### src/rtl/elu_lut_loader_if.sv
// Host byte stream in, LUT RAM write port out; master side is the loader.
// Combinational bundle, no latency; s_valid/s_ready handshake on the stream.
interface elu_lut_loader_if #(
  parameter int ADDR_W = 10,
  parameter int QZ_D   = 16
) ();
  logic [7:0]        s_data;
  logic              s_valid;
  logic              s_ready;
  logic              wr_en;
  logic [ADDR_W-1:0] wr_addr;
  logic [QZ_D-1:0]   wr_data;

  modport master (
    input  s_data, s_valid,
    output s_ready, wr_en, wr_addr, wr_data
  );

  modport slave (
    output s_data, s_valid,
    input  s_ready, wr_en, wr_addr, wr_data
  );
endinterface

### src/rtl/elu_lut_loader.sv
// Assembles LE byte pairs into LUT words, writes them one cycle after the high byte,
// then checks a trailing 16-bit additive checksum; s_ready is high only while loading.
module elu_lut_loader #(
  parameter int QZ_D        = 16,
  parameter int ADDR_W      = 10,
  parameter int DEPTH       = 1024,
  parameter int TO_W        = 16,
  parameter int TIMEOUT_CYC = 65535
) (
  input  logic               clk,
  input  logic               rst,
  input  logic               start,
  elu_lut_loader_if.master   bus,
  output logic               busy,
  output logic               done,
  output logic               err,
  output logic               lut_valid
);

  typedef enum logic [2:0] {
    IDLE,
    RX_LO,
    RX_HI,
    CHK_LO,
    CHK_HI,
    DONE,
    ERR
  } state_t;

  localparam logic [ADDR_W-1:0] LAST_ADDR = ADDR_W'(DEPTH - 1);
  localparam bit                TO_EN     = (TIMEOUT_CYC != 0);
  localparam logic [TO_W-1:0]   TO_LAST   = TO_EN ? TO_W'(TIMEOUT_CYC - 1) : '0;

  state_t            state;
  logic [7:0]        lo_byte;
  logic [ADDR_W-1:0] addr;
  logic [15:0]       csum;
  logic [TO_W-1:0]   to_cnt;

  logic              hs;
  logic [15:0]       rx_word;
  logic              to_hit;

  assign hs      = bus.s_valid & bus.s_ready;
  assign rx_word = {bus.s_data, lo_byte};
  // s_ready doubles as the "in a receive state" flag, so the timeout only runs while loading
  assign to_hit  = TO_EN && bus.s_ready && !hs && (to_cnt == TO_LAST);

  always_ff @(posedge clk) begin
    if (rst) begin
      state       <= IDLE;
      lo_byte     <= '0;
      addr        <= '0;
      csum        <= '0;
      to_cnt      <= '0;
      bus.s_ready <= 1'b0;
      bus.wr_en   <= 1'b0;
      bus.wr_addr <= '0;
      bus.wr_data <= '0;
      busy        <= 1'b0;
      done        <= 1'b0;
      err         <= 1'b0;
      lut_valid   <= 1'b0;
    end else begin
      bus.wr_en <= 1'b0;
      done      <= 1'b0;

      if (bus.s_ready) begin
        if (hs) to_cnt <= '0;
        else    to_cnt <= to_cnt + 1'b1;
      end

      case (state)
        IDLE, DONE, ERR: begin
          if (start) begin
            state       <= RX_LO;
            bus.s_ready <= 1'b1;
            busy        <= 1'b1;
            err         <= 1'b0;
            lut_valid   <= 1'b0;
            addr        <= '0;
            csum        <= '0;
            to_cnt      <= '0;
          end
        end

        RX_LO: begin
          if (hs) begin
            lo_byte <= bus.s_data;
            state   <= RX_HI;
          end
        end

        RX_HI: begin
          if (hs) begin
            bus.wr_en   <= 1'b1;
            bus.wr_addr <= addr;
            bus.wr_data <= QZ_D'(rx_word);
            csum        <= csum + rx_word;
            // hold the address at the last entry rather than wrapping to 0
            if (addr == LAST_ADDR) begin
              state <= CHK_LO;
            end else begin
              addr  <= addr + 1'b1;
              state <= RX_LO;
            end
          end
        end

        CHK_LO: begin
          if (hs) begin
            lo_byte <= bus.s_data;
            state   <= CHK_HI;
          end
        end

        CHK_HI: begin
          if (hs) begin
            bus.s_ready <= 1'b0;
            busy        <= 1'b0;
            if (rx_word == csum) begin
              state     <= DONE;
              done      <= 1'b1;
              lut_valid <= 1'b1;
            end else begin
              state <= ERR;
              err   <= 1'b1;
            end
          end
        end

        default: state <= IDLE;
      endcase

      if (to_hit) begin
        state       <= ERR;
        err         <= 1'b1;
        busy        <= 1'b0;
        bus.s_ready <= 1'b0;
      end
    end
  end

endmodule

### src/flat_wrapper.sv
// flat-port wrapper written by rule: the top's interface ports become plain ports
module elu_lut_loader_flat 
#(
  parameter int QZ_D        = 16,
  parameter int ADDR_W      = 10,
  parameter int DEPTH       = 1024,
  parameter int TO_W        = 16,
  parameter int TIMEOUT_CYC = 65535
)
  (clk, rst, start, busy, done, err, lut_valid, bus_s_data, bus_s_valid, bus_s_ready, bus_wr_en, bus_wr_addr, bus_wr_data);
  elu_lut_loader_if #(.ADDR_W(ADDR_W), .QZ_D(QZ_D)) bus_i ();
  input  logic clk;
  input  logic rst;
  input  logic start;
  output logic busy;
  output logic done;
  output logic err;
  output logic lut_valid;
  input wire logic [$bits(bus_i.s_data)-1:0] bus_s_data;
  input wire logic [$bits(bus_i.s_valid)-1:0] bus_s_valid;
  output wire logic [$bits(bus_i.s_ready)-1:0] bus_s_ready;
  output wire logic [$bits(bus_i.wr_en)-1:0] bus_wr_en;
  output wire logic [$bits(bus_i.wr_addr)-1:0] bus_wr_addr;
  output wire logic [$bits(bus_i.wr_data)-1:0] bus_wr_data;
  assign bus_i.s_data = bus_s_data;
  assign bus_i.s_valid = bus_s_valid;
  assign bus_s_ready = bus_i.s_ready;
  assign bus_wr_en = bus_i.wr_en;
  assign bus_wr_addr = bus_i.wr_addr;
  assign bus_wr_data = bus_i.wr_data;
  elu_lut_loader #(.QZ_D(QZ_D), .ADDR_W(ADDR_W), .DEPTH(DEPTH), .TO_W(TO_W), .TIMEOUT_CYC(TIMEOUT_CYC)) u_core (.clk(clk), .rst(rst), .start(start), .bus(bus_i), .busy(busy), .done(done), .err(err), .lut_valid(lut_valid));
endmodule
### config.mk
export PLATFORM = sky130hd
export DESIGN_NAME = elu_lut_loader_flat
export DESIGN_NICKNAME = d
export VERILOG_FILES = /design/src/rtl/elu_lut_loader_if.sv /design/src/rtl/elu_lut_loader.sv /design/src/flat_wrapper.sv
export SDC_FILE = /design/constraint.sdc
export NUM_CORES = 1
export LEC_CHECK = 0
export CORE_MARGIN = 5
export CORE_UTILIZATION = 55
export CTS_CLUSTER_DIAMETER = 50
export DETAILED_ROUTE_END_ITERATION = 10
export HOLD_SLACK_MARGIN = 0.12
export PLACE_DENSITY_LB_ADDON = 0.2
export SLEW_MARGIN = 30
export SYNTH_ARGS = -nofsm -noshare
export SYNTH_HDL_FRONTEND = slang
export SYNTH_SLANG_ARGS = --single-unit
### constraint.sdc
create_clock -name clk -period 2.6 [get_ports clk]
set_clock_uncertainty 0.1 [all_clocks]
set_input_delay 0.39 -clock clk [delete_from_list [all_inputs] [get_ports clk]]
set_output_delay 0.39 -clock clk [all_outputs]
set_load 0.03 [all_outputs]
==> results.txt <==
Status: finished, final reports clean
Die area: 0.00952 mm²
Largest net degree at the start of global routing: 39
Unrepaired setup endpoints after global routing: no
Clk sink count: 84
GRT Util Overall: 0.213
Primary FF master, synth: dfxtp_1
Clock power share: 0.300
Initial DRC Count: 199
Cell internal pwr: 1.96 mW
Final critical-path required period: 2.48 ns
Yosys reg bits: 84
Area Growth Syn to Fin: 21.2%
Tcrit/Tclk final: 0.954
Pre-CTS setup slack: -0.258 ns
Number of flops mapped to enable cells by yosys: 0
Fmax: 403 MHz
Die height: 97.6 µm
Overall Power: 2.92 mW
Finish-stage setup viols: 0
Residual DRC count: 0
Boundary Pins: 44
Multi-input logic area: 0.00239 mm²
Fin. max-slew vios: 0
Remaining antenna violation count: 0
RePlAce Congestion: 0.930
Initial antenna violation count: 0
Hold_ws: 0.299 ns
Placed cell area: 0.00492 mm²
Starting Density: 0.554
DP HPWL: 7.29 mm
Gate Count Post-Synth: 513
Overall via count from detail_route: 3845
Worst IR drop on VDD: 0.248 mV
CTS Buf Count: 9
Root buffer cell: clkbuf_8
Combinational Power Share: 0.215
CTS H-tree depth: 3
# fillers: 647
Worst hold path class: primary input to flop
Skew-Pair Late Insertion Delay: 0.36 ns
Crit-path max FO: 4
Die Wd: 97.6 µm
CTS tree: done
Yosys top cell by area: dfxtp_1
Final WS setup: 0.121 ns
Post-synth net total: 544
Core area: 0.00761 mm²
Avg Inst Size Synth: 8.22 µm²
Synth area leaders: dfxtp_1 (40%), nand2_1 (8.5%), a21oi_1 (6.4%)
Setup crit end kind: flop
Number of nets in the layout: 608
Max cap viols: 0
Wire per inst: 14.5 µm
N_diodes: 0
CP required: 2.77 ns
Vias per inst: 5.62
Critical R2R Launch: u_core.lo_byte[0]
Post-Syn Area: 0.00422 mm²
Non-Filler Instances: 684
Number of hold violations in the final report: 0
Critical path arrival: 2.65 ns
Final core occ: 0.672
Register area share after synthesis: 0.399
Net Sw Frac: 0.331
Crit path launch: bus_s_data[0]
Startpoint types: primary input
Final instance area: 0.00511 mm²
Sequential cell area: 0.00168 mm²
Post-Route WL: 9.90 mm
CTS clk-pin slew, worst paths: 0.09 ns
Synth top area share: 0.399
DP Cell Count: 668
IO buf count: 43
Total negative slack: 0 ns
P_sw: 967 µW
Least-Margin Pin Slew: 0.564 ns
Post-CTS Setup Bufs: 0
Hold Crit Start: rst
Slew HR: 0.623
Share of layout cells above drive strength 1: 0.113
Synth unique cells: 64
Number of global-route vias before repair: 3696
Kind of critical path: primary input to flop
Pwr Density: 571 mW/mm²
Warnings from Yosys: 0
Site Rows: 32
Post-CTS Resized: 0
First-pass GRT wire length: 17.0 mm
Flop pwr share: 0.485
Gr ovfl total: 0
Pre-Repair DR Iteration Count: 4
Static Leak: 1.92 nW
Asr flop ratio synth: 0
CTS Buffer Depth: 2
Hold Buf Count CTS: 0
power by group through the flow:
stage / Sequential (mW) / Clock [mW] / Combinational, mW
2_1_floorplan: 1.42 / 0 / 0.433
3_3_place_gp: 1.44 / 0 / 0.610
3_5_place_dp: 1.44 / 0 / 0.626
4_1_cts: 1.41 / 0.894 / 0.628
5_1_grt: 1.43 / 0.970 / 0.689
6_report: 1.42 / 0.877 / 0.629
worst paths after layout:
| path | depth (start not counted) | slack [ns] | end |
|---|---|---|---|
| setup / recovery | 8 | 0.12 | u_core.state[0] |
| hold / removal | 2 | 0.30 | u_core.csum[3] |
| setup reg to reg | 9 | 0.17 | u_core.csum[10] |
| hold reg to reg | 2 | 0.36 | u_core.bus.wr_addr[2] |
layout by cell type (no fill, tap or decap), drive strengths merged, types with 2 or more instances in the layout:
cell | synthesis | layout
or3 | 6 | 6
xor2 | 21 | 21
o21a | 2 | 2
and4 | 5 | 5
a21oi | 55 | 55
nor3b | 3 | 3
a31oi | 4 | 4
dfxtp | 84 | 84
clkbuf | 14 | 9
clkinv | 0 | 2
nor2 | 41 | 41
nand2 | 95 | 95
o21bai | 2 | 2
nor4 | 3 | 3
and3 | 8 | 8
a211o | 3 | 3
nand3 | 18 | 18
nand2b | 8 | 8
and2 | 2 | 2
a311oi | 2 | 2
ha | 18 | 18
inv | 13 | 16
o211ai | 5 | 5
nor3 | 4 | 4
or4 | 2 | 2
nand4 | 10 | 10
clkinvlp | 0 | 2
xnor2 | 9 | 9
a22oi | 5 | 5
a32o | 2 | 2
o21ai | 19 | 19
a211oi | 6 | 6
clkdlybuf4s50 | 0 | 42
buf | 10 | 35
mux2i | 3 | 3
nor2b | 6 | 6
o311a | 2 | 2
a21o | 5 | 5
layout make-up:
| type | count | share of cell area |
|---|---|---|
| multi-input cells | 392 | 0.468 |
| repair buffers | 77 | 0.133 |
| clock buffers | 9 | 0.0242 |
| well taps | 102 | 0.0250 |
| clock inverters | 7 | 0.0113 |
| inverters | 13 | 0.00954 |
| flip-flops and latches | 84 | 0.329 |
layer usage:
layer,wire [µm],GRT usage,up-vias
met5,0,0,-
met4,162,0.0564,0
met3,409,0.0459,13
met2,4850,0.366,100
met1,4480,0.270,1800
li1,-,-,1932
worst max-delay path, cell delays in order:
cell,delay (ns)
clkdlybuf4s50_1,0.46
ha_1,0.35
or4_1,0.52
nor4_1,0.21
and4_2,0.33
or2_1,0.12
a21oi_1,0.06
a311oi_1,0.21
cell usage after synthesis (all sizes together) (2+ instances only):
library cell	instances
or3	6
xnor2	9
mux2i	3
dfxtp	84
a21o	5
a22oi	5
nor2	41
nor2b	6
nand2b	8
o21a	2
nor3b	3
clkbuf	14
inv	13
and2	2
a211oi	6
nand3	18
o211ai	5
ha	18
nor4	3
nand4	10
xor2	21
buf	10
a211o	3
and4	5
o21bai	2
a32o	2
or4	2
a21oi	55
o21ai	19
o311a	2
a311oi	2
nand2	95
and3	8
a31oi	4
nor3	4
flip-flops by register name (all words and copies together), names as in the netlist:
name / flops
u_core.bus.wr_data: 16
u_core.addr: 10
u_core.err: 1
u_core.bus.wr_addr: 10
u_core.done: 1
u_core.lut_valid: 1
u_core.bus.wr_en: 1
u_core.csum: 16
u_core.busy: 1
u_core.state: 3
u_core.to_cnt: 16
u_core.lo_byte: 8
kinds of logic after synthesis:
group	Yosys count	synth area share
buffers and inverters	37	0.0362
XOR/XNOR	30	0.0623
AND/OR/NAND/NOR	215	0.245
AO/OA/AOI/OAI	124	0.190
adder cells (fa/ha/maj)	19	0.0581
flip-flops	84	0.399
multiplexers	4	0.00979
No activity file was read; power rests on OpenSTA's default activity.
